`config.mk`:
```
export PLATFORM = sky130hd
export DESIGN_NAME = sync_fifo_param_flat
export DESIGN_NICKNAME = d
export VERILOG_FILES = /design/src/rtl/sync_fifo_param_if.sv /design/src/rtl/sync_fifo_param.sv /design/src/flat_wrapper.sv
export SDC_FILE = /design/constraint.sdc
export NUM_CORES = 2
export LEC_CHECK = 0
export BUFFER_PORTS_ARGS = -buffer_cell sky130_fd_sc_hd__buf_2
export CORE_UTILIZATION = 25
export DETAILED_ROUTE_END_ITERATION = 8
export PLACE_DENSITY_LB_ADDON = 0.1
export SYNTH_ARGS = -nofsm -noshare
export SYNTH_HDL_FRONTEND = slang
export SYNTH_SLANG_ARGS = --single-unit
```
`constraint.sdc`:
```
create_clock -name clk -period 3.15 [get_ports clk]
set_input_delay 0.315 -clock clk [delete_from_list [all_inputs] [get_ports clk]]
set_output_delay 0.315 -clock clk [all_outputs]
set_load 0.1 [all_outputs]
```
`src/rtl/sync_fifo_param_if.sv`:
```
// Handshake/status bundle between a producer/consumer and sync_fifo_param.
// The FIFO connects through the slave modport; its user connects through master.
interface sync_fifo_param_if #(
    parameter int DATA_W = 16,
    parameter int ADDR_W = 8
) ();
    logic              wrreq;
    logic [DATA_W-1:0] data;
    logic              rdreq;
    logic [DATA_W-1:0] q;
    logic              empty;
    logic              full;
    logic              almost_empty;
    logic              almost_full;
    logic [ADDR_W:0]   usedw;
    logic              overflow;
    logic              underflow;

    modport master (
        output wrreq, data, rdreq,
        input  q, empty, full, almost_empty, almost_full, usedw, overflow, underflow
    );

    modport slave (
        input  wrreq, data, rdreq,
        output q, empty, full, almost_empty, almost_full, usedw, overflow, underflow
    );
endinterface

```
`src/rtl/sync_fifo_param.sv`:
```
// Parameterised single-clock FIFO with programmable thresholds and sticky error flags.
// Define FIFO_SHOWAHEAD_EN for show-ahead mode (head word visible while not empty).
module sync_fifo_param #(
    parameter int DATA_W    = 16,
    parameter int ADDR_W    = 8,
    parameter int AE_THRESH = 2,
    parameter int AF_THRESH = 254
) (
    input  logic             clk,
    input  logic             rst,
    input  logic             sclr,
    sync_fifo_param_if.slave bus
);
    localparam int DEPTH = 1 << ADDR_W;
    localparam logic [ADDR_W:0] LP_DEPTH = (ADDR_W+1)'(DEPTH);
    localparam logic [ADDR_W:0] LP_AE    = (ADDR_W+1)'(AE_THRESH);
    localparam logic [ADDR_W:0] LP_AF    = (ADDR_W+1)'(AF_THRESH);

    if (AE_THRESH < 0 || AE_THRESH > DEPTH) begin : g_badAeThresh
        $error("sync_fifo_param: AE_THRESH=%0d outside 0..%0d", AE_THRESH, DEPTH);
    end
    if (AF_THRESH < 1 || AF_THRESH > DEPTH) begin : g_badAfThresh
        $error("sync_fifo_param: AF_THRESH=%0d outside 1..%0d", AF_THRESH, DEPTH);
    end

    logic [DATA_W-1:0] r_mem [DEPTH];
    logic [ADDR_W-1:0] r_wrPtr;
    logic [ADDR_W-1:0] r_rdPtr;
    logic [ADDR_W:0]   r_usedw;
    logic              r_empty;
    logic              r_full;
    logic              r_almostEmpty;
    logic              r_almostFull;
    logic              r_overflow;
    logic              r_underflow;
    logic [DATA_W-1:0] r_q;

    logic              w_clear;
    logic              w_wrAcc;
    logic              w_rdAcc;
    logic [ADDR_W:0]   w_usedwNext;

    assign w_clear     = rst | sclr;
    assign w_wrAcc     = bus.wrreq & ~r_full;
    assign w_rdAcc     = bus.rdreq & ~r_empty;
    assign w_usedwNext = r_usedw + (ADDR_W+1)'(w_wrAcc) - (ADDR_W+1)'(w_rdAcc);

    // Storage has no reset so it can map onto block RAM; a clear still blocks the write.
    always_ff @(posedge clk) begin
        if (w_wrAcc && !w_clear) begin
            r_mem[r_wrPtr] <= bus.data;
        end
    end

    always_ff @(posedge clk) begin
        if (w_clear) begin
            r_wrPtr       <= '0;
            r_rdPtr       <= '0;
            r_usedw       <= '0;
            r_empty       <= 1'b1;
            r_full        <= 1'b0;
            r_almostEmpty <= (LP_AE != '0);
            r_almostFull  <= 1'b0;
            r_overflow    <= 1'b0;
            r_underflow   <= 1'b0;
            r_q           <= '0;
        end else begin
            if (w_wrAcc) begin
                r_wrPtr <= r_wrPtr + 1'b1;
            end
            if (w_rdAcc) begin
                r_rdPtr <= r_rdPtr + 1'b1;
                r_q     <= r_mem[r_rdPtr];
            end
            // Flags come from the next count so they move on the same edge as usedw.
            r_usedw       <= w_usedwNext;
            r_empty       <= (w_usedwNext == '0);
            r_full        <= (w_usedwNext == LP_DEPTH);
            r_almostEmpty <= (w_usedwNext < LP_AE);
            r_almostFull  <= (w_usedwNext >= LP_AF);
            r_overflow    <= r_overflow  | (bus.wrreq & r_full);
            r_underflow   <= r_underflow | (bus.rdreq & r_empty);
        end
    end

`ifdef FIFO_SHOWAHEAD_EN
    // r_q holds the last popped word, which is what q shows once the FIFO runs dry.
    assign bus.q = r_empty ? r_q : r_mem[r_rdPtr];
`else
    assign bus.q = r_q;
`endif

    assign bus.empty        = r_empty;
    assign bus.full         = r_full;
    assign bus.almost_empty = r_almostEmpty;
    assign bus.almost_full  = r_almostFull;
    assign bus.usedw        = r_usedw;
    assign bus.overflow     = r_overflow;
    assign bus.underflow    = r_underflow;
endmodule

```
`src/flat_wrapper.sv`:
```
// flat-port wrapper written by rule: the top's interface ports become plain ports
module sync_fifo_param_flat 
#(
    parameter int DATA_W    = 16,
    parameter int ADDR_W    = 8,
    parameter int AE_THRESH = 2,
    parameter int AF_THRESH = 254
)
  (clk, rst, sclr, bus_wrreq, bus_data, bus_rdreq, bus_q, bus_empty, bus_full, bus_almost_empty, bus_almost_full, bus_usedw, bus_overflow, bus_underflow);
  sync_fifo_param_if #(.DATA_W(DATA_W), .ADDR_W(ADDR_W)) bus_i ();
  input  logic clk;
  input  logic rst;
  input  logic sclr;
  input wire logic [$bits(bus_i.wrreq)-1:0] bus_wrreq;
  input wire logic [$bits(bus_i.data)-1:0] bus_data;
  input wire logic [$bits(bus_i.rdreq)-1:0] bus_rdreq;
  output wire logic [$bits(bus_i.q)-1:0] bus_q;
  output wire logic [$bits(bus_i.empty)-1:0] bus_empty;
  output wire logic [$bits(bus_i.full)-1:0] bus_full;
  output wire logic [$bits(bus_i.almost_empty)-1:0] bus_almost_empty;
  output wire logic [$bits(bus_i.almost_full)-1:0] bus_almost_full;
  output wire logic [$bits(bus_i.usedw)-1:0] bus_usedw;
  output wire logic [$bits(bus_i.overflow)-1:0] bus_overflow;
  output wire logic [$bits(bus_i.underflow)-1:0] bus_underflow;
  assign bus_i.wrreq = bus_wrreq;
  assign bus_i.data = bus_data;
  assign bus_i.rdreq = bus_rdreq;
  assign bus_q = bus_i.q;
  assign bus_empty = bus_i.empty;
  assign bus_full = bus_i.full;
  assign bus_almost_empty = bus_i.almost_empty;
  assign bus_almost_full = bus_i.almost_full;
  assign bus_usedw = bus_i.usedw;
  assign bus_overflow = bus_i.overflow;
  assign bus_underflow = bus_i.underflow;
  sync_fifo_param #(.DATA_W(DATA_W), .ADDR_W(ADDR_W), .AE_THRESH(AE_THRESH), .AF_THRESH(AF_THRESH)) u_core (.clk(clk), .rst(rst), .sclr(sclr), .bus(bus_i));
endmodule
```
# [After elaboration in Yosys (flattened, before gate mapping)]
# Memories as Yosys holds them, arrays and structs flattened. A register that Yosys moved wholly into a read port is not among the register bits.
# Index checks and enable logic that the tools add are counted.
[op_classes] n_reduce_logical=3 order_cmp=2 muxes=2 add_sub_neg=4 bitwise_logic=9 eq_ne=1
[op_table] operator="8-bit by 1-bit adder with 8-bit output, second input constant" n=2
[op_table] operator="9-bit by 1-bit adder with 9-bit output" n=1
[op_table] operator="9-bit == test, second input constant" n=1
[op_table] operator="9-bit by 8-bit >= comparator with 1-bit output, second input constant" n=1
[op_table] operator="9-bit logical NOT" n=1
[op_table] operator="9-bit by 2-bit less-than comparator with 1-bit output, second input constant" n=1
[op_table] operator="9-bit by 1-bit subtractor with 9-bit output" n=1
[op_table] operator="1-bit bitwise AND" n=4
[op_table] operator="1-bit OR" n=3
[op_table] operator="1-bit two-way mux" n=2
[op_table] operator="1-bit inverter" n=2
[op_table] operator="1-bit logical AND" n=1
[op_table] operator="1-bit logical NOT" n=1
[word_totals] inputBits=21 wordCells=31 mem_count=1 ram_bits=4096 output_inout_bits=31 register_bits=31
[memory_table] memory="u_core.r_mem" words=256 word_bits=16 read_ports=1 rd_ports_with_merged_regs=1 wr=1 line_no="sync_fifo_param.sv:26" source="logic [DATA_W-1:0] r_mem [DEPTH];"

# [Logic depth before layout (Yosys ltp)]
[depth] depth_word=5 mapped_depth=13 mapped_depth_nobuf=13

# [Worst setup path before layout]
# Ideal clock, no wire load.
[synth_path] path_type="flip-flop to flip-flop" from="reg u_core.r_empty, in the netlist u_core.bus.empty" to="reg u_core.r_full, in the netlist u_core.bus.full" setup_time_ns=0.096 setup_slack_ns=-0.616 period_less_slack_ns=3.766 required_ns=3.054 path_buffers=0 stages_incl_launch_ff=14 t_arrival_ns=3.670 path_cell_list="dfxtp_1 nand2b_1 inv_2 ha_1 inv_1 ha_1 fa_1 a21o_1 a21oi_1 o21bai_1 a21oi_1 xnor2_1 or4_1 nor4b_1"
[synth_between] elab_chain_cells=4
[synth_rtl] item="start, declared" line_no="sync_fifo_param.sv:30" source="logic r_empty;"
[synth_rtl] item="start signal, assigned" line_no="sync_fifo_param.sv:77" source="r_empty <= (w_usedwNext == '0);"
[synth_rtl] item="1-bit inverter" line_no="sync_fifo_param.sv:45" source="assign w_rdAcc = bus.rdreq & ~r_empty;"
[synth_rtl] item="1-bit bitwise AND" line_no="sync_fifo_param.sv:45"
[synth_rtl] item="net u_core.w_rdAcc" line_no="sync_fifo_param.sv:40" source="logic w_rdAcc;"
[synth_rtl] item="9-bit by 1-bit subtractor with 9-bit output" line_no="sync_fifo_param.sv:46" source="assign w_usedwNext = r_usedw + (ADDR_W+1)'(w_wrAcc) - (ADDR_W+1)'(w_rdAcc);"
[synth_rtl] item="9-bit == test" line_no="sync_fifo_param.sv:78" source="r_full <= (w_usedwNext == LP_DEPTH);"
[synth_rtl] item="end signal, assigned" line_no="sync_fifo_param.sv:78"
[synth_rtl] item="end, declared" line_no="sync_fifo_param.sv:31" source="logic r_full;"
# The timed path passes the listed nets, and every way through them passes these cells.
# A chain may end at the register's enable or synchronous reset.

==> reports/metrics.sh <==
RESULT_OF_THE_RUN='complete, but fails checks'
FAILED_CHECKS='negative setup slack'
DETAIL_ROUTE.ITER0.VIOLATIONS=8305
YOSYS.CELL_TYPES.COUNT=79
DIE-AREA_UM2=641400
FIN_CRIT_SH_PCT=105.6
LIST_OF_MOST_FREQUENT_POST_SYNTHESIS_CELLS='edfxtp_1, mux4_2, nor2_1'
DRIVE_ABOVE_1_SHARE_PCT=37.79
GLOBALROUTEOVERFLOWTOTAL=0
WORST_IR_DROP_VDD_mV=0.4860
PATH_CLASS='reg2reg'
FINAL_HOLD_VIOL_COUNT=0
CAP_VIOLATIONS=0
ASYNC_FLOP_SHARE_PCT=0
BOUNDARYPINS=52
DRC_ERRORS=0
GRTUSAGETOTAL_PCT=17.88
FINAL.SETUP_SKEW_NS=0.1054
AVGVIACOUNTPERCELL=4.689
GRT_ANTENNA_BEFORE_REPAIR=67
TIMING.MAX_SLEW.REL_SLACK_PCT=17.44
HOLDCRITPATHCLASS='in2reg'
FINISH.NET_COUNT=8740
GRT_PASS1_WL_UM=787400
FINISH.INSTANCE_AREA_UM2=200500
GRT_MAX_DEGREE=105
FINAL-MAX-SLEW-VIOLATION-COUNT=0
WORST_SETUP_PATH_START_KIND='register'
REGTOREGENDPOINT='u_core.bus.q[10]$_SDFFE_PP0P_'
AREA_DELTA_SYNTH_FINAL_PCT=25.64
HTREE_LEVELS=5
SYN_STD_CELL_AREA_UM2=159600
SYNTH_ENABLE_FLOP_CELLS=4096
HOLD-PATH-CELL-COUNT=4
DIE-WIDTH_UM=800.9
FF2FF_SETUP_SLACK_NS=-0.18
DP_HPWL_UM=381200
ROUTABILITY_CONGESTION_ESTIMATE_FROM_GLOBAL_PLACEMENT=0.7808
SETUP_VIOL=12
ACHIEVABLE-FREQUENCY_GHz=0.3007
AVGROUTEDWIREPERCELL_UM=33.63
CTS_SINKS=4143
PLACEMENT.CELL_AREA_UM2=183200
FLOORPLAN.DIE.HEIGHT_UM=800.9
WORST_SLACK_NS=-0.1758
FIRSTDRTPASSITERS=9
CLKSLEWWORSTSETUPHOLDPATHS_NS=0.06
YS_FF_LATCH=4143
MAX_SLEW.WORST_PIN.SLEW_NS=1.238
EFFECTIVE_UTILIZATION_AT_FLOORPLAN_PCT=25.09
CP.REQUIRED_NS=4.08
CP.ARRIVAL_NS=4.26
POST-PLACE-WS_NS=-1.164
MIN_PERIOD_NS=3.326
SYN_AREA_PER_CELL_UM2=22.06
CRIT_FANOUT=8
LEAKAGE_nW=62.19
VIAS_IN_THE_FIRST_GLOBAL_ROUTE=85270
CTS.PATH.MAX_BUFFERS=4
CLK-INSERTION-DELAY-LATE_NS=1.07
TRITONCTS='built'
WORSTREGTOREGCELLS=11
YOSYS_WARNINGS=0
PLACE.PORT_BUFFERS=51
CTS_ROOT_BUFFER='clkbuf_16'
ROUTED-VIA-COUNT=82120
SYNTH_MOST_COMMON_CELL='edfxtp_1'
RSZ0062_AT_GRT='yes'
R2R-START='u_core.r_rdPtr[0]$_SDFFE_PP0P_'
ROUTE.ANTENNA.REMAINING_NETS=0
FLOORPLAN.ROWS=293
WORSTHOLDENDPOINT='u_core.bus.underflow$_SDFF_PP0_'
YS_TOP_CELLS_BY_AREA='edfxtp_1, mux4_2, mux2i_1'
DESIGN.CORE.AREA_UM2=636100
POWERDENSITY_nW_PER_UM2=581.2
SYNTHESIS.NETS=7268
DOMINANTREGCELLSYNTH='edfxtp_1'
DRT_WL_TOTAL_UM=589000
WORSTSETUPENDPOINTTYPE='register'
POST-SYNTH-TOP-AREA-CELL='edfxtp_1'
SYNTH_TOP_AREA_SHARE_PCT=77.08
HOLDCRITSTARTPOINT='bus_rdreq'
POSTSYNTHCELLCOUNT=7232
SEQ_AREA_FRAC_SYNTH_PCT=77.67
NUMBER_OF_CTS_INSERTED_BUFFERS=462
## flip-flops by register name (all words and copies together), names as in the netlist
name	flops
u_core.bus.almost_full	1
u_core.bus.overflow	1
u_core.bus.q	16
u_core.bus.underflow	1
u_core.r_mem	4096
u_core.bus.empty	1
u_core.r_wrPtr	8
u_core.bus.full	1
u_core.bus.usedw	9
u_core.r_rdPtr	8
u_core.bus.almost_empty	1
## worst max-delay path, stage by stage (launching register included)
cell	delay, ns
dfxtp_4	0.41
buf_12	0.18
buf_16	0.17
buf_12	0.13
buf_12	0.12
buf_6	0.09
mux4_2	0.47
mux4_2	0.61
a22oi_2	0.48
buf_6	0.20
and4_1	0.21
o32ai_1	0.08
## layout by cell type (no fill, tap or decap), drive strengths merged, types with 15 or more instances in the layout
cell type and count:
a2111oi 19, a211oi 28, a21o 17, a21oi 107, a221oi 58, a22o 15
a22oi 84, a31oi 19, buf 1396, bufinv 23, clkbuf 594, clkinv 225
dfxtp 47, diode 17, dlygate4sd3 21, edfxtp 4096, inv 25, mux2i 313
mux4 982, nand2 176, nand3 50, nor2 347, nor2b 19, nor3 24
o21ai 92, o221ai 31, o22ai 57
## repair_timing
action	CTS	global route
endpoints found under the setup margin	16	18
hold endpoints to repair	1245	0
resized for setup	158	111
cloned	6	5
setup buffers	36	72
pin swaps	18	39
hold buffers	21	0
## report_power, final
part	switching, mW	internal, mW	total (mW)	leakage [nW]
registers	0.0389	60.6	60.6	37.2
clock network	22.9	29.4	52.3	7.06
logic	2.41	1.18	3.59	17.9
total	25.4	91.2	117	62.2
## worst max-delay path by stage
stage / cells after the start / slack (ns) / to / start
after floorplan: 13 / 0.02 / u_core.bus.full$_SDFF_PP0_ / u_core.bus.empty$_SDFF_PP1_
after global placement: 11 / -1.20 / u_core.bus.q[9]$_SDFFE_PP0P_ / u_core.r_rdPtr[0]$_SDFFE_PP0P_
after detailed placement: 11 / -1.16 / u_core.bus.q[9]$_SDFFE_PP0P_ / u_core.r_rdPtr[0]$_SDFFE_PP0P_
after CTS: 12 / -0.22 / u_core.bus.q[2]$_SDFFE_PP0P_ / u_core.r_rdPtr[0]$_SDFFE_PP0P_
after global routing: 11 / -0.24 / u_core.bus.q[10]$_SDFFE_PP0P_ / u_core.r_rdPtr[0]$_SDFFE_PP0P_
final: 11 / -0.18 / u_core.bus.q[10]$_SDFFE_PP0P_ / u_core.r_rdPtr[0]$_SDFFE_PP0P_
## kinds of logic after synthesis
group,after synthesis,share of synthesized area (%)
compound gates,624,2.752
xor+xnor,20,0.1098
fa+ha+maj,15,0.1223
buf+inv,439,1.604
flops,4143,77.67
mux,1308,15.92
simple gates,683,1.822
## per-layer routing
layer	global-route usage, %	up-vias	wire, um
li1	-	33670	-
met1	25.56	45590	267300
met2	29.28	2268	279600
met3	2.541	587	30360
met4	3.256	2	11750
met5	0	-	13
## cell type report
type | instances | area [um^2]
Antenna cell | 17 | 42.54
Clock buffer | 589 | 12290
Clock inverter | 261 | 2210
Fill cell | 60800 | 435600
Inverter | 20 | 91.34
Multi-Input combinational cell | 2650 | 34670
Sequential cell | 4143 | 124000
Tap cell | 8407 | 10520
Timing Repair Buffer | 1427 | 16690
## stage by stage
step	TNS [ns]	hold WS, ns	total power [mW]	utilization (%)	instances
after floorplan	0	0.4139	63.16	-	7232
final	-1.216	0.1095	116.5	31.52	17510
after CTS	-1.747	0.001603	117.9	31.31	17420
after global routing	-2.183	0.1001	120.1	31.52	17500
after detailed placement	-8.599	0.4812	65.18	28.80	16510
after global placement	-9.134	0.4506	65.10	28.80	16510
No activity file was read; power rests on OpenSTA's default activity.
